`src/rtl/uart_rx_if.sv`:
```
// Receiver-side bundle: serial line and consumer handshake for uart_rx.
// The master modport is the line/consumer side; slave is the receiver.
interface uart_rx_if;
    logic       RX;
    logic       clr_rdy;
    logic [7:0] rx_data;
    logic       rdy;
    logic       frm_err;

    modport master (
        output RX,
        output clr_rdy,
        input  rx_data,
        input  rdy,
        input  frm_err
    );

    modport slave (
        input  RX,
        input  clr_rdy,
        output rx_data,
        output rdy,
        output frm_err
    );
endinterface

```
`src/rtl/uart_rx.sv`:
```
// 8N1 UART receiver: synchronizes RX, qualifies the start bit, samples mid-bit, holds a sticky rdy.
// Optional stop-bit check enabled by defining UART_RX_FRAME_ERR_EN (frm_err tied 0 otherwise).
module uart_rx #(
    parameter int unsigned BAUD_DIV = 2604
) (
    input  logic     clk,
    input  logic     rst_n,
    uart_rx_if.slave bus
);

    localparam int unsigned CNT_W = 12;
    localparam int unsigned BIT_W = 4;
    localparam logic [CNT_W-1:0] HALF_LD  = CNT_W'(BAUD_DIV / 2);
    localparam logic [CNT_W-1:0] FULL_LD  = CNT_W'(BAUD_DIV - 1);
    localparam logic [BIT_W-1:0] STOP_IDX = BIT_W'(9);

    typedef enum logic {
        ST_IDLE,
        ST_RECV
    } state_e;

    logic       rx_m_q;
    logic       rx_s_q;
    logic       rx_d_q;
    logic [1:0] fill_q;
    logic       armed_q;
    logic       fall_c;

    state_e           state_q, state_d;
    logic [CNT_W-1:0] baud_q, baud_d;
    logic [BIT_W-1:0] bit_q, bit_d;
    logic [7:0]       shreg_q, shreg_d;
    logic [7:0]       rx_data_q, rx_data_d;
    logic             rdy_q, rdy_d;
    logic             start_c;
    logic             done_c;

    // Edges are only trusted once rx_s reflects the live line and has been seen high.
    always_ff @(posedge clk or negedge rst_n) begin
        if (!rst_n) begin
            rx_m_q  <= 1'b1;
            rx_s_q  <= 1'b1;
            rx_d_q  <= 1'b1;
            fill_q  <= 2'd0;
            armed_q <= 1'b0;
        end else begin
            rx_m_q <= bus.RX;
            rx_s_q <= rx_m_q;
            rx_d_q <= rx_s_q;
            if (fill_q != 2'd2) begin
                fill_q <= fill_q + 2'd1;
            end
            if (fill_q == 2'd2 && rx_s_q) begin
                armed_q <= 1'b1;
            end
        end
    end

    assign fall_c = armed_q & rx_d_q & ~rx_s_q;

    always_ff @(posedge clk or negedge rst_n) begin
        if (!rst_n) begin
            state_q   <= ST_IDLE;
            baud_q    <= '0;
            bit_q     <= '0;
            shreg_q   <= '0;
            rx_data_q <= '0;
            rdy_q     <= 1'b0;
        end else begin
            state_q   <= state_d;
            baud_q    <= baud_d;
            bit_q     <= bit_d;
            shreg_q   <= shreg_d;
            rx_data_q <= rx_data_d;
            rdy_q     <= rdy_d;
        end
    end

    // Next-state: start detect, mid-bit sampling, byte delivery; a set of rdy overrides clr_rdy.
    always_comb begin
        state_d   = state_q;
        baud_d    = baud_q;
        bit_d     = bit_q;
        shreg_d   = shreg_q;
        rx_data_d = rx_data_q;
        rdy_d     = rdy_q;
        start_c   = 1'b0;
        done_c    = 1'b0;

        if (bus.clr_rdy) begin
            rdy_d = 1'b0;
        end

        case (state_q)
            ST_IDLE: begin
                if (fall_c) begin
                    state_d = ST_RECV;
                    baud_d  = HALF_LD;
                    bit_d   = '0;
                    rdy_d   = 1'b0;
                    start_c = 1'b1;
                end
            end
            ST_RECV: begin
                if (baud_q != '0) begin
                    baud_d = baud_q - CNT_W'(1);
                end else begin
                    baud_d = FULL_LD;
                    bit_d  = bit_q + BIT_W'(1);
                    if (bit_q == '0) begin
                        if (rx_s_q) begin
                            state_d = ST_IDLE;
                        end
                    end else if (bit_q == STOP_IDX) begin
                        rx_data_d = shreg_q;
                        rdy_d     = 1'b1;
                        done_c    = 1'b1;
                        state_d   = ST_IDLE;
                    end else begin
                        shreg_d = {rx_s_q, shreg_q[7:1]};
                    end
                end
            end
            default: begin
                state_d = ST_IDLE;
            end
        endcase
    end

    assign bus.rx_data = rx_data_q;
    assign bus.rdy     = rdy_q;

`ifdef UART_RX_FRAME_ERR_EN
    logic frm_err_q;

    // Follows rdy: captured with the byte, cleared by the consumer or the next start.
    always_ff @(posedge clk or negedge rst_n) begin
        if (!rst_n) begin
            frm_err_q <= 1'b0;
        end else if (done_c) begin
            frm_err_q <= ~rx_s_q;
        end else if (bus.clr_rdy || start_c) begin
            frm_err_q <= 1'b0;
        end
    end

    assign bus.frm_err = frm_err_q;
`else
    assign bus.frm_err = 1'b0;
`endif

endmodule
```
`src/flat_wrapper.sv`:
```
// flat-port wrapper written by rule: the top's interface ports become plain ports
module uart_rx_flat 
#(
    parameter int unsigned BAUD_DIV = 2604
)
  (clk, rst_n, bus_RX, bus_clr_rdy, bus_rx_data, bus_rdy, bus_frm_err);
  uart_rx_if bus_i ();
  input  logic clk;
  input  logic rst_n;
  input wire logic [$bits(bus_i.RX)-1:0] bus_RX;
  input wire logic [$bits(bus_i.clr_rdy)-1:0] bus_clr_rdy;
  output wire logic [$bits(bus_i.rx_data)-1:0] bus_rx_data;
  output wire logic [$bits(bus_i.rdy)-1:0] bus_rdy;
  output wire logic [$bits(bus_i.frm_err)-1:0] bus_frm_err;
  assign bus_i.RX = bus_RX;
  assign bus_i.clr_rdy = bus_clr_rdy;
  assign bus_rx_data = bus_i.rx_data;
  assign bus_rdy = bus_i.rdy;
  assign bus_frm_err = bus_i.frm_err;
  uart_rx #(.BAUD_DIV(BAUD_DIV)) u_core (.clk(clk), .rst_n(rst_n), .bus(bus_i));
endmodule
```
`config.mk`:
```
export PLATFORM = sky130hd
export DESIGN_NAME = uart_rx_flat
export DESIGN_NICKNAME = d
export VERILOG_FILES = /design/src/rtl/uart_rx_if.sv /design/src/rtl/uart_rx.sv /design/src/flat_wrapper.sv
export SDC_FILE = /design/constraint.sdc
export NUM_CORES = 1
export LEC_CHECK = 0
export ABC_AREA = 1
export BUFFER_PORTS_ARGS = -buffer_cell sky130_fd_sc_hd__buf_2
export CAP_MARGIN = 40
export CORE_UTILIZATION = 50
export CTS_BUF_LIST = sky130_fd_sc_hd__clkbuf_4
export DETAILED_ROUTE_END_ITERATION = 6
export HOLD_SLACK_MARGIN = 0.05
export MAX_ROUTING_LAYER = met4
export PLACE_DENSITY = 0.71
export SYNTH_ARGS = -nofsm -noshare
export SYNTH_HDL_FRONTEND = slang
export SYNTH_SLANG_ARGS = --single-unit
```
`constraint.sdc`:
```
create_clock -name clk -period 1.43 [get_ports clk]
set_clock_uncertainty 0.15 [all_clocks]
set_input_delay 0.286 -clock clk [delete_from_list [all_inputs] [get_ports clk]]
set_output_delay 0.286 -clock clk [all_outputs]
set_load 0.01 [all_outputs]
```
==> impl_metrics.env <==
export IMPL_outcome="finished, violations left"
export IMPL_violations="setup timing"
export IMPL_ioPinCount=14
export IMPL_antenna_cells=0
export IMPL_static_leakage_power_nw=1.445
export IMPL_ys_top_cells_by_area="dfrtp_1 44%, nand2_1 17%, dfstp_2 3.8%, ha_1 3.6%, inv_1 3.6%"
export IMPL_crit_arrival_ps=1670
export IMPL_worstReg2RegEnd="u_core.shreg_q[7]$_DFFE_PN0P_"
export IMPL_finalCritPeriodShare_pct=106.8
export IMPL_drc=0
export IMPL_yosysWarnings=0
export IMPL_grt_pass1_wl_um=7527
export IMPL_final_util_pct=68.85
export IMPL_numCtsBuffers=5
export IMPL_n_fill_cell=324
export IMPL_wl_per_cell_um=12.02
export IMPL_yosysTopAreaCell="dfrtp_1"
export IMPL_rsz0062_at_grt="true"
export IMPL_htreeDepth=2
export IMPL_drv_slew=0
export IMPL_via_count=1804
export IMPL_post_synth_top_count_cell="nand2_1"
export IMPL_max_freq_mhz=654.7
export IMPL_grt_overflow=0
export IMPL_clkTransAtPathRegs_ps=130
export IMPL_crit_required_ps=1570
export IMPL_start_util_pct=52.08
export IMPL_clk_latency_ps=350
export IMPL_crit_path_start_kind="flip-flop"
export IMPL_syn_area_um2=2083
export IMPL_die_area_um2=4429
export IMPL_via_per_inst=4.970
export IMPL_place_hpwl_um=3142
export IMPL_postPlaceCellArea_um2=2517
export IMPL_ys_ff_latch=40
export IMPL_synth_common_cells="93 x nand2_1, 37 x dfrtp_1, 20 x inv_1, 13 x nand3_1, 13 x nor2_1"
export IMPL_final_area_um2=2754
export IMPL_r2r_setup_slack_ps=-100
export IMPL_synth_nets=259
export IMPL_dr_first_iter_drc_count=102
export IMPL_portBuffers=12
export IMPL_clockBufferDepth=2
export IMPL_cts_sink_count=40
export IMPL_antenna_found_initial=0
export IMPL_reg2reg_from="u_core.baud_q[0]$_DFFE_PN0P_"
export IMPL_cts_root_buf="clkbuf_4"
export IMPL_grt_use_total_pct=23.45
export IMPL_ir_drop_mv=0.7883
export IMPL_area_growth_pct=32.19
export IMPL_hold_end="u_core.rx_s_q$_DFF_PN1_"
export IMPL_finalWirelength_um=4362
export IMPL_rr_worst_depth=8
export IMPL_cap_violations=0
export IMPL_holdPathStages=0
export IMPL_core_rowCount=23
export IMPL_synth_top_area_share_pct=44.44
export IMPL_netlist_cell_type_count=29
export IMPL_synth_async_reset_ratio_pct=100.0
export IMPL_min_from="u_core.rx_m_q$_DFF_PN1_"
export IMPL_ant_nets=0
export IMPL_synth_edff_count=0
export IMPL_ys_seq_area_share_pct=48.23
export IMPL_avgSynthCellArea_um2=8.366
export IMPL_grt_max_degree=41
export IMPL_min_path_type="flip-flop to flip-flop"
export IMPL_syn_inst=249
export IMPL_cts_tree="done"
export IMPL_die_y_um=66.55
export IMPL_yosys_most_used_dff="dfrtp_1"
export IMPL_first_pass_iters=4
export IMPL_post_route_min_period_ps=1527
export IMPL_critPathKind="flip-flop to flip-flop"
export IMPL_setup_viol=29
export IMPL_cp_max_fo=8
export IMPL_coreArea_um2=4000
export IMPL_multi_input_area_um2=1080
export IMPL_seqCellArea_um2=1006
export IMPL_end_kind="flip-flop"
export IMPL_powerDensity_nw_per_um2=1445
export IMPL_place_congestion=0.8071
export IMPL_hold_violations=0
export IMPL_die_w_um=66.55
export IMPL_final_nets=322
export IMPL_drive_above_1_share_pct=36.42
export IMPL_fin_ws_ps=-97.44
export IMPL_grt_pass1_vias=1698
export IMPL_total_power_mw=3.980
-- kinds of logic after synthesis --
kind of cell | after synthesis | synth area share [%]
buf+inv | 27 | 5.225
flops | 40 | 48.23
simple gates | 150 | 35.31
other cells | 1 | 0.1800
fa+ha+maj | 6 | 3.604
xor+xnor | 6 | 2.523
compound gates | 19 | 4.925
-- metal layers --
layer | GRT usage [%] | vias up | share of wire (%) | wire (µm)
li1 | - | 920 | - | -
met1 | 28.46 | 851 | 46 | 2008
met2 | 39.14 | 28 | 50 | 2184
met3 | 5.137 | 5 | 3.0 | 129
met4 | 6.649 | 0 | 0.92 | 40
met5 | - | - | 0 | 0
-- placed cells by master, fill, tap and decap left out, drive strengths merged --
cell	count
a21o	1
o21bai	1
nor2	25
clkbuf	5
dlygate4sd3	3
nand4	10
nand3b	1
dfrtp	37
inv	25
nor3	1
xnor2	4
dfstp	3
nand3	15
conb	1
a21oi	4
buf	56
clkinvlp	1
ha	6
nand2	98
clkinv	1
xor2	2
o21ai	12
a22oi	1
-- per-stage QoR --
step | std cells | setup slack (ps) | setup TNS (ps) | hold WS [ps]
final | 363 | -97.44 | -1763 | 218.8
after global routing | 363 | -172.3 | -4395 | 225.3
after CTS | 360 | -79.44 | -1710 | 219.9
after detailed placement | 346 | -132.6 | -2868 | 121.2
after global placement | 346 | -119.6 | -2283 | 121.6
after floorplan | 249 | -38.15 | -107.1 | -159.6
-- registers in the layout, indices dropped and copies added, names as in the netlist --
signal and count:
u_core.bit_q 4, u_core.state_q 1, u_core.baud_q 12, u_core.shreg_q 8, u_core.rx_d_q 1, u_core.bus.rdy 1, u_core.fill_q 2, u_core.armed_q 1
u_core.bus.rx_data 8, u_core.rx_m_q 1, u_core.rx_s_q 1
-- cell type report --
type / instances / share of cell area (%)
Multi-Input combinational cell: 182 / 39.21
Sequential cell: 40 / 36.53
Timing Repair Buffer: 59 / 16.58
Inverter: 24 / 3.271
Tap cell: 50 / 2.272
Clock buffer: 5 / 1.363
Clock inverter: 3 / 0.7724
-- worst max-delay path: stages, from the launching register on --
cell and delay [ps]:
dfrtp_1 410, inv_2 90, ha_4 150, nand2_2 70
nor2_4 180, nand3_4 120, nor2_8 160, nand2_2 60
nand2_1 60
-- worst max-delay path by stage --
stage	from	end	slack (ps)	cells after the start
floorplan	u_core.baud_q[0]$_DFFE_PN0P_	u_core.baud_q[9]$_DFFE_PN0P_	-40	10
global placement	u_core.baud_q[0]$_DFFE_PN0P_	u_core.bit_q[0]$_DFFE_PN0P_	-120	9
detailed placement	u_core.baud_q[0]$_DFFE_PN0P_	u_core.bus.rx_data[7]$_DFFE_PN0P_	-130	7
CTS	u_core.baud_q[7]$_DFFE_PN0P_	u_core.shreg_q[7]$_DFFE_PN0P_	-80	7
global route	u_core.baud_q[1]$_DFFE_PN0P_	u_core.baud_q[11]$_DFFE_PN0P_	-170	10
finish	u_core.baud_q[0]$_DFFE_PN0P_	u_core.shreg_q[7]$_DFFE_PN0P_	-100	8
-- where the power goes --
group / leakage (nW) / switching [mW] / internal (mW)
combinational: 0.904 / 0.968 / 0.916
sequential: 0.509 / 0.189 / 1.33
clock: 0.0316 / 0.385 / 0.195
-- timing repair --
action	in CTS	in global routing
pin swaps	5	8
gates cloned	0	0
hold endpoints to repair	42	0
buffers inserted	3	3
setup endpoints to repair	33	34
resized for setup	18	12
hold buffers	3	0
Power figures use the tool's default switching activity.
